`src/rtl/busca_instrucao.sv`:
```
// busca_instrucao: PC-driven instruction fetch that absorbs the 1-cycle memory latency
// and delivers {pc, instr} to decode through a 2-entry valid/ready buffer.
module busca_instrucao #(
   parameter int ADDR_W = 4,
   parameter int DATA_W = 16
) (
   input  logic              Clock,
   input  logic              Reset,
   input  logic              Fetch_En,
   input  logic              Redirect_En,
   input  logic [ADDR_W-1:0] Redirect_Addr,
   output logic [ADDR_W-1:0] Mem_Address,
   input  logic [DATA_W-1:0] Mem_Q,
   output logic              Out_Valid,
   input  logic              Out_Ready,
   output logic [DATA_W-1:0] Out_Instr,
   output logic [ADDR_W-1:0] Out_PC
);
   logic [ADDR_W-1:0] pc, pend_pc, head_pc, tail_pc;
   logic [DATA_W-1:0] head_instr, tail_instr;
   logic [1:0] count;
   logic pend, pop, push, issue;

   assign Mem_Address = pc;
   assign Out_Valid = count != 2'd0;
   assign Out_Instr = Out_Valid ? head_instr : '0;
   assign Out_PC = Out_Valid ? head_pc : '0;
   assign pop = Out_Valid & Out_Ready;
   assign push = pend & ~Redirect_En;
   // Credit check: a read is only issued if its return is guaranteed a slot.
   assign issue = Fetch_En & ~Redirect_En & (({1'b0, count} + {2'b0, pend} - {2'b0, pop}) < 3'd2);

   always_ff @(posedge Clock) begin
      if (Reset) begin
         pc <= '0;
         pend <= 1'b0;
         count <= '0;
      end else if (Redirect_En) begin
         pc <= Redirect_Addr;
         pend <= 1'b0;
         count <= '0;
      end else begin
         pend <= issue;
         if (issue) begin
            pend_pc <= pc;
            pc <= pc + ADDR_W'(1);
         end
         count <= count + {1'b0, push} - {1'b0, pop};
         if (pop) begin
            head_pc <= tail_pc;
            head_instr <= tail_instr;
         end
         // Returning read lands in the first free slot after this cycle's pop.
         if (push && (count - {1'b0, pop}) == 2'd0) begin
            head_pc <= pend_pc;
            head_instr <= Mem_Q;
         end else if (push) begin
            tail_pc <= pend_pc;
            tail_instr <= Mem_Q;
         end
      end
   end
endmodule

```
`config.mk`:
```
export PLATFORM = sky130hd
export DESIGN_NAME = busca_instrucao
export DESIGN_NICKNAME = d
export VERILOG_FILES = /design/src/rtl/busca_instrucao.sv
export SDC_FILE = /design/constraint.sdc
export NUM_CORES = 1
export LEC_CHECK = 0
export ABC_AREA = 1
export BUFFER_PORTS_ARGS = -buffer_cell sky130_fd_sc_hd__buf_2
export CAP_MARGIN = 20
export CORE_UTILIZATION = 53
export CTS_BUF_LIST = sky130_fd_sc_hd__clkbuf_16
export DETAILED_ROUTE_END_ITERATION = 8
export HOLD_SLACK_MARGIN = 0.08
export PLACE_DENSITY = 0.74
export SETUP_SLACK_MARGIN = 0.1
export SLEW_MARGIN = 20
export SYNTH_ARGS = -nofsm -noshare
export SYNTH_HDL_FRONTEND = slang
export SYNTH_SLANG_ARGS = --single-unit
```
`constraint.sdc`:
```
create_clock -name Clock -period 3.85 [get_ports Clock]
set_clock_uncertainty 0.1 [all_clocks]
set_input_delay 0.77 -clock Clock [delete_from_list [all_inputs] [get_ports Clock]]
set_output_delay 0.77 -clock Clock [all_outputs]
set_load 0.05 [all_outputs]
```
==> key figures <==
Worst setup path
  • Worst EP required: roughly 3.7 ns
  • Critical path type: reg2reg
  • Crit Path Max Fanout: 7
  • Critical path cell sequence: nor2_1 > nor2_1 > inv_2 > nor2_1 > o21ai_1 > fa_1 > nand2_1 > nor2_1 > nand2_2 > nor2_1
  • Crit path largest cell delay: 0.52 ns
  • Worst Reg-to-Reg Cells: 10
  • Arrival @ worst endpoint: about 2.5 ns
  • Critical path's slowest cell: dfxtp_1
  • CP dominant cell by count: nor2_1
  • CP endpoint kind: flop
  • Worst Setup Start Kind: flop

Place
  • Final Wtd Congestion: 0.729
  • HPWL after DPL: approximately 2700 µm
  • IO Port Bufs: 49
  • Dpl cell area: 2560 µm²

Timing
  • Final Hold Vio Count: 0
  • Final min period: approximately 2.7 ns
  • Slew Viols, Final: 0
  • RSZ-0062 raised after global routing: false
  • Finish-stage setup viols: 0
  • Fin Hold WS: 0.352 ns
  • Worst slew margin: between 50 and 60%
  • Tightest Pin Transition: 0.633 ns
  • Setup TNS: 0 ns
  • Max Clock Freq: between 300 and 400 MHz
  • Tcrit/Tclk final: about 70%

Synth
  • Leading area contributor after synthesis: edfxtp_1
  • Top cells by area, synth: edfxtp_1 (58%), nand2_1 (14%), dfxtp_1 (6.2%), nor2_1 (5.5%), inv_1 (5.0%)
  • Share of the synthesized area in the top cell type: 58.3%
  • Syn Inst Count: about 230
  • Synth warn: 0
  • Cell Area, Synth: ~2300 µm²
  • Most numerous cell in the Yosys netlist: nand2_1
  • Synthesized-area fraction occupied by adder cells: under 10%
  • EDFF count, synth: 44
  • Post-synthesis compound-gate area fraction: between 1.5 and 2%
  • Most instantiated cells after synthesis: nand2_1 (85), edfxtp_1 (44), nor2_1 (33)
  • Post-synthesis net count: between 200 and 300
  • Post-Synth Simple-Gate Area: between 20% and 30%
  • Synth Area per Inst: slightly below 10 µm²
  • Largest family of logic cells by synthesized area: simple AND/OR/NAND/NOR gates
  • Top FF cell, synth: edfxtp_1
  • Netlist cell types: 23
  • Seq/Total Area, Yosys: 64.5%
  • Post-synthesis mux area share: 0%
  • Post-synth ARST share: 0%
  • FF+latch count, synth: ~50
  • XOR/XNOR share of the synthesized area: less than 1%

Final layout
  • Final Net Count: between 300 and 400
  • Layout cell share with drive strength beyond 1: 23.7%
  • Area of the multi-input gates: about 640 µm²
  • Post-route cell area: around 2700 µm²
  • # fillers: ~300
  • Area delta synth->final: 20.0%
  • FF/Latch Area: around 1500 µm²
  • Total inserted antenna cells: 0

Floorplan
  • Core area: roughly 4100 µm²
  • Starting Density: a little under three fifths
  • Std cell rows: 23
  • Die height: 67.4 µm
  • Die Area: between 4000 and 5000 µm²
  • DIE WIDTH: ~67 µm
  • I/O pin cnt: 50

CTS
  • Clock sinks: 51
  • TritonCTS Buffers: 5
  • TritonCTS clock tree: done
  • Worst skew pair latency: 0.29 ns
  • Root Driver: clkbuf_16
  • CTS H-tree depth: 2
  • Clock Pin Slew Worst Setup and Hold Paths: roughly 0.060 ns
  • Cts hold-fix bufs: 0
  • # resized after CTS: 0
  • CTS max path bufs: 2
  • Setup Buffers After CTS: 0

Power and ir drop
  • Max VDD drop: approximately 0.00026 V
  • Internal power: ~0.94 mW
  • Power per cell area: between 400 and 500 nW/µm²
  • Clock power frac: between 40 and 50%
  • Logic pwr share: ~7.3%
  • Psw: 0.255 mW
  • Leak Pwr: around 1.3 nW
  • Switch share: between 20% and 30%
  • Seq pwr share: between 50% and 60%

Global routing
  • Antenna violations before repair: 0
  • First-pass GRT wire length: approximately 6000 µm
  • Vias in the first global route: around 1.4k
  • Largest net degree at the start of global routing: 23
  • GRT Total Usage: between 10% and 20%
  • Grt total ovfl: 0

Detailed routing
  • DRT Pass-1 Iters: 4
  • Initial DRC Count: between 90 and 100
  • Via count of the routed design: roughly 1.6k
  • Via/cell ratio: ~4.7
  • Remaining antenna violation count after routing: 0
  • WL final: slightly below 4000 µm
  • DRC Markers: 0
  • Avg WL per Cell: ~12 µm

Hold path
  • Worst Hold Class: reg2reg
  • Hold Path Cell Cnt: 0

Run
  • Maxcap violations: 0

Run status
  • Status: completed
[flip-flops by register name, summed over array words and instances (netlist names)]
signal,flops
Mem_Address,4
pend,1
pend_pc,4
head_pc,4
tail_instr,16
head_instr,16
count,2
tail_pc,4
[through the flow]
stage	utilization [%]	cells	total power, mW	worst slack, ns
floorplan	-	233	0.686	0.753
global placement	63.0	329	0.715	0.973
detailed placement	63.0	329	0.716	0.919
CTS	67.0	337	1.20	1.17
global route	67.0	337	1.23	0.923
finish	67.0	337	1.19	1.18
[layout make-up]
class / count / share of cell area (%)
Sequential cell: 51 / 53.7
Multi-Input combinational cell: 143 / 23.5
Clock inverter: 3 / 1.43
Timing Repair Buffer: 52 / 9.84
Inverter: 33 / 4.65
Tap cell: 50 / 2.30
Clock buffer: 5 / 4.60
[layer usage]
layer	vias to the layer above	global-route usage, %	routed length, µm
met5	-	0	0
met4	0	10.1	82
met3	9	3.89	229
met2	57	35.1	2110
met1	696	20.2	1530
li1	834	-	-
[logic make-up after synthesis]
logic type | Yosys count
simple gates | 133
xor+xnor | 2
compound gates | 5
buf+inv | 39
flops | 51
fa+ha+maj | 3
[worst max-delay path: cells and delay by family, from the launching register on]
family,cells,cell delay [ns]
buffers and inverters,1,0.10
adders and majority gates,1,0.51
AOI/OAI and AO/OA,1,0.10
DFF,1,0.52
and+or+nand+nor,7,1.03
[cell usage in the layout (no fill, tap or decap), types with 3 or more instances in the layout]
| cell type | count |
|---|---|
| clkbuf_16 | 5 |
| buf_2 | 49 |
| buf_4 | 3 |
| edfxtp_1 | 44 |
| dfxtp_1 | 7 |
| nand2_1 | 85 |
| nand3_1 | 9 |
| inv_1 | 30 |
| nor2_1 | 33 |
[power by group through the flow]
stage                     clock network, mW  registers (mW)  logic, mW
after floorplan                           0           0.638     0.0478
after global placement                    0           0.629     0.0860
after detailed placement                  0           0.629     0.0875
after CTS                             0.496           0.617     0.0883
after global routing                  0.517           0.618     0.0968
final                                 0.489           0.617     0.0877
[path summary, 6_finish.rpt]
check / end / startpoint / slack (ns)
setup / recovery: pend_pc[3] / count[1] / 1.18
hold reg to reg: tail_pc[2] / pend_pc[2] / 0.35
hold / removal: tail_pc[2] / pend_pc[2] / 0.35
setup reg to reg: pend_pc[3] / count[1] / 1.18
Power figures use the tool's default switching activity.
